[src/rtl/bcd_up_counter_2digit.sv]
// Seconds stage: modulo-60 BCD up-counter on a prescaled tick, with a two-digit
// multiplexed seven-segment driver for the board's 4-digit display.
module bcd_up_counter_2digit #(
    parameter int unsigned DIV_1HZ  = 50000000,
    parameter int unsigned SCAN_DIV = 100000
) (
    input  logic       f,
    input  logic       rst_n,
    input  logic       en,
    input  logic       clr,
    output logic [3:0] ones,
    output logic [3:0] tens,
    output logic       carry,
    output logic [3:0] B,
    output logic [7:0] D_ssd
);

    localparam int unsigned PW = (DIV_1HZ  > 1) ? $clog2(DIV_1HZ)  : 1;
    localparam int unsigned SW = (SCAN_DIV > 1) ? $clog2(SCAN_DIV) : 1;

    localparam logic [PW-1:0] P_LAST = PW'(DIV_1HZ - 1);
    localparam logic [SW-1:0] S_LAST = SW'(SCAN_DIV - 1);

    logic [PW-1:0] pcnt;
    logic [SW-1:0] scnt;
    logic          sel;
    logic          tick;
    logic [3:0]    digit;

    assign tick = en && (pcnt == P_LAST);

    // Prescaler and counter; clr wins over tick and en, and never raises carry.
    always_ff @(posedge f or negedge rst_n) begin
        if (!rst_n) begin
            pcnt  <= '0;
            ones  <= 4'd0;
            tens  <= 4'd0;
            carry <= 1'b0;
        end else if (clr) begin
            pcnt  <= '0;
            ones  <= 4'd0;
            tens  <= 4'd0;
            carry <= 1'b0;
        end else begin
            carry <= 1'b0;
            if (en) begin
                if (tick) begin
                    pcnt <= '0;
                end else begin
                    pcnt <= pcnt + 1'b1;
                end
            end
            if (tick) begin
                if (ones < 4'd9) begin
                    ones <= ones + 4'd1;
                end else begin
                    ones <= 4'd0;
                    if (tens < 4'd5) begin
                        tens <= tens + 4'd1;
                    end else begin
                        tens  <= 4'd0;
                        carry <= 1'b1;
                    end
                end
            end
        end
    end

    // Scan timing free-runs so the display keeps refreshing while counting is held.
    always_ff @(posedge f or negedge rst_n) begin
        if (!rst_n) begin
            scnt <= '0;
            sel  <= 1'b0;
        end else if (scnt == S_LAST) begin
            scnt <= '0;
            sel  <= ~sel;
        end else begin
            scnt <= scnt + 1'b1;
        end
    end

    always_comb begin
        B     = sel ? 4'b1101 : 4'b1110;
        digit = sel ? tens : ones;
    end

    // Active-low {a,b,c,d,e,f,g,dp}; dp always off, non-BCD codes blank.
    always_comb begin
        D_ssd = 8'b1111_1111;
        case (digit)
            4'd0:    D_ssd = 8'b0000_0011;
            4'd1:    D_ssd = 8'b1001_1111;
            4'd2:    D_ssd = 8'b0010_0101;
            4'd3:    D_ssd = 8'b0000_1101;
            4'd4:    D_ssd = 8'b1001_1001;
            4'd5:    D_ssd = 8'b0100_1001;
            4'd6:    D_ssd = 8'b0100_0001;
            4'd7:    D_ssd = 8'b0001_1111;
            4'd8:    D_ssd = 8'b0000_0001;
            4'd9:    D_ssd = 8'b0000_1001;
            default: D_ssd = 8'b1111_1111;
        endcase
    end

endmodule

[config.mk]
export PLATFORM = sky130hd
export DESIGN_NAME = bcd_up_counter_2digit
export DESIGN_NICKNAME = d
export VERILOG_FILES = /design/src/rtl/bcd_up_counter_2digit.sv
export SDC_FILE = /design/constraint.sdc
export NUM_CORES = 1
export LEC_CHECK = 0
export BUFFER_PORTS_ARGS = -buffer_cell sky130_fd_sc_hd__buf_2
export CORE_UTILIZATION = 50
export DETAILED_ROUTE_END_ITERATION = 6
export PLACE_DENSITY = 0.79
export SETUP_SLACK_MARGIN = 0.4
export SYNTH_ARGS = -nofsm -noshare
export SYNTH_HDL_FRONTEND = slang
export SYNTH_SLANG_ARGS = --single-unit
[constraint.sdc]
create_clock -name f -period 3.3 [get_ports f]
set_clock_uncertainty 0.05 [all_clocks]
set_input_delay 0 -clock f [delete_from_list [all_inputs] [get_ports f]]
set_output_delay 0 -clock f [all_outputs]
set_load 0.05 [all_outputs]
==> qor.yml <==
antenna_found_initial: 0
finalNetCount: 364
synth-edff-count: 0
grt-ovfl-total: 0
antenna_cells: 0
die_area_um2: 6420
finalWorstSetupSlack_ns: 0.889
wl_per_cell_um: 14.8
crit_buf_inv: 0
hpwl_mm: 4.36
ios: 25
netlist_instances: 329
synth.distinct_cells: 43
synth-seq-area-share_pct: 43.4
synth_top_cell_area_share_pct: 43.4
post_cts_resized: 0
critPathTopFamily: "simple AND/OR/NAND/NOR gates"
clk_pin_slew_ns: 0.10
hold_viol: 0
grt_max_degree: 34
async_reset_ff_share_pct: 100
grt_pass1_wl_mm: 10.6
drt-initial-drc-count: 305
peakVddDrop_uv: 176
fillers: 512
cp_slowest_stage_delay_ns: 0.62
seqPwrFrac_pct: 61.7
end_kind: "flip-flop"
critical_path.cell_chain: "or4_1, or4_4, or4_1, a21oi_1"
maxCapViolCount: 0
hold_class: "in2reg"
io_buffers: 21
combPwrFrac_pct: 3.9
cts-htree-levels: 2
insertion_delay_ns: 0.31
firstDrtPassIters: 4
synth_top_area_cell: "dfrtp_1"
max_freq_mhz: 415
drv_slew: 0
place_ws_ns: 0.916
worst-setup-path-type: "reg2reg"
row_count: 28
slowest_stage: "or4_4"
rsz0062_at_grt: "no"
setup_viol: 0
internal_power_mw: 0.806
synth_area_leaders: "dfrtp_1 43%, ha_1 5.3%, a21oi_1 4.8%"
fin_crit_ns: 2.41
cp.required_ns: 3.49
fin_crit_sh_pct: 73.0
tightestPinTransition_ns: 0.923
grt_pass1_vias: 2305
fp.dieW_um: 80.1
max-slew-margin-rel_pct: 37.9
viasPerCell: 5.89
die_y_um: 80.1
remaining_drc_errors: 0
yosysWarnings: 0
startpoint_type: "flip-flop"
p_per_area_nw_per_um2: 321
sw_frac_of_total_pct: 23.9
synth_area_um2: 3050
fin_setup_tns_ns: 0
root_buffer: "clkbuf_8"
synth-seq-cells: 53
syn_avg_cell_area_um2: 9.28
cts_tree: "yes"
synth_ff_type: "dfrtp_1"
clkPwrFrac_pct: 34.4
vias: 2490
ant_nets: 0
drive_gt1_share_pct: 10.9
cp_data_arrival_time_ns: 2.60
seq_area_um2: 1330
crit_path_frequent_cell: "or4_1"
p_switching_mw: 0.253
numCtsBuffers: 5
start_util_pct: 51.6
track_usage_pct: 21.1
leakagePower_nw: 1.44
area_growth_pct: 8.11
worstPathMaxFanout: 14
cts.sink_count: 53
outcome: "completed"
clockBufferDepth: 2
wl_mm: 6.28
multi_input_area_um2: 1590
coreArea_um2: 5920
gp_congestion: 0.843
## layer usage
metal	vias up	share of wire (%)	global-route usage, %
met1	1208	48	27.3
met2	59	47	35.5
met4	0	1.2	7.32
met3	7	4.1	3.75
li1	1216	-	-
met5	-	0	0
## synthesized netlist by cell type, types with 5 or more instances
master / instances
nand3_1: 15
mux2i_1: 6
ha_1: 13
dfrtp_1: 53
nand4_1: 15
o21ai_0: 18
and3_1: 5
or4_1: 9
or3_1: 11
inv_1: 17
o31ai_1: 7
and4_1: 7
nor3_1: 7
a21oi_1: 29
xor2_1: 15
nor2_1: 24
xnor2_1: 11
clkbuf_1: 6
nand2_1: 19
## cell type report
type / instances / area share [%]
multi-input combinational: 245 / 48.2
clock inverter: 3 / 0.531
sequential: 53 / 40.2
clock buffer: 5 / 2.08
tap: 75 / 2.84
inverter: 17 / 1.93
timing repair buffer: 25 / 4.25
## cell usage in the layout, fill, tap and decap left out, drive strengths merged, types with 2 or more instances in the layout
master,count
nor3,7
inv,17
o211a,3
xor2,15
dfrtp,53
dlygate4sd3,2
o21ai,19
nand2,19
ha,13
conb,3
o31ai,7
clkbuf,5
nand2b,3
mux2i,6
a21oi,29
and3,5
or3,11
and4,7
nand4,15
o211ai,2
nor2b,3
nor2,24
clkinv,2
xnor2,11
buf,23
or4b,3
nand3,15
or4,10
nor4,4
## state kept, by name, indices dropped and copies added (netlist names)
register	count
pcnt	26
scnt	17
ones	4
tens	4
carry	1
sel	1
## cell families (layout without fill, tap and decap cells)
logic type	count (synthesis)	in the layout	synth area share, %
simple gates	132	132	24.5
compound gates	64	64	12.1
flops	53	53	43.4
buf+inv	33	50	4.71
xor+xnor	26	26	7.46
fa+ha+maj	13	13	5.33
mux	7	7	2.34
other cells	1	3	0.123
## what timing repair did
item                                   CTS  global route
endpoints found under the hold margin   40             0
hold buffers                             2             0
setup endpoints to repair                0             0
setup buffers                            0             0
## tightest hold or removal path: cells and delay by family
kind            cells  cell delay [ns]
buf+inv             1             0.16
compound gates      2             0.17
## path summary, 6_finish.rpt
kind,from,slack [ns],end,cells past startpoint
worst max-delay path,pcnt[8],0.89,ones[0],4
worst min-delay path,en,0.01,pcnt[1],3
worst max register to register,pcnt[8],0.89,ones[0],4
worst min register to register,scnt[8],0.45,scnt[8],1
max in group asynchronous,rst_n,2.21,pcnt[20],3
min in group asynchronous,rst_n,0.22,scnt[14],2
## stage by stage
stage | hold slack [ns] | area (um^2) | util, % | std cells | total power [mW]
CTS | 0.00752 | 3300 | 55.7 | 423 | 1.07
detailed placement | 0.0555 | 3190 | 54.0 | 413 | 0.706
finish | 0.0119 | 3300 | 55.7 | 423 | 1.06
floorplan | -0.346 | 3060 | - | 331 | 0.688
global route | 0.00954 | 3300 | 55.7 | 423 | 1.10
global placement | 0.0454 | 3190 | 54.0 | 413 | 0.705
## power groups by stage
stage               combinational [mW]  clock, mW  sequential (mW)
detailed placement              0.0400          0            0.666
finish                          0.0411      0.364            0.653
global placement                0.0395          0            0.666
global route                    0.0460      0.399            0.653
CTS                             0.0422      0.377            0.653
floorplan                       0.0225          0            0.665
(Power assumes the default switching activity.)
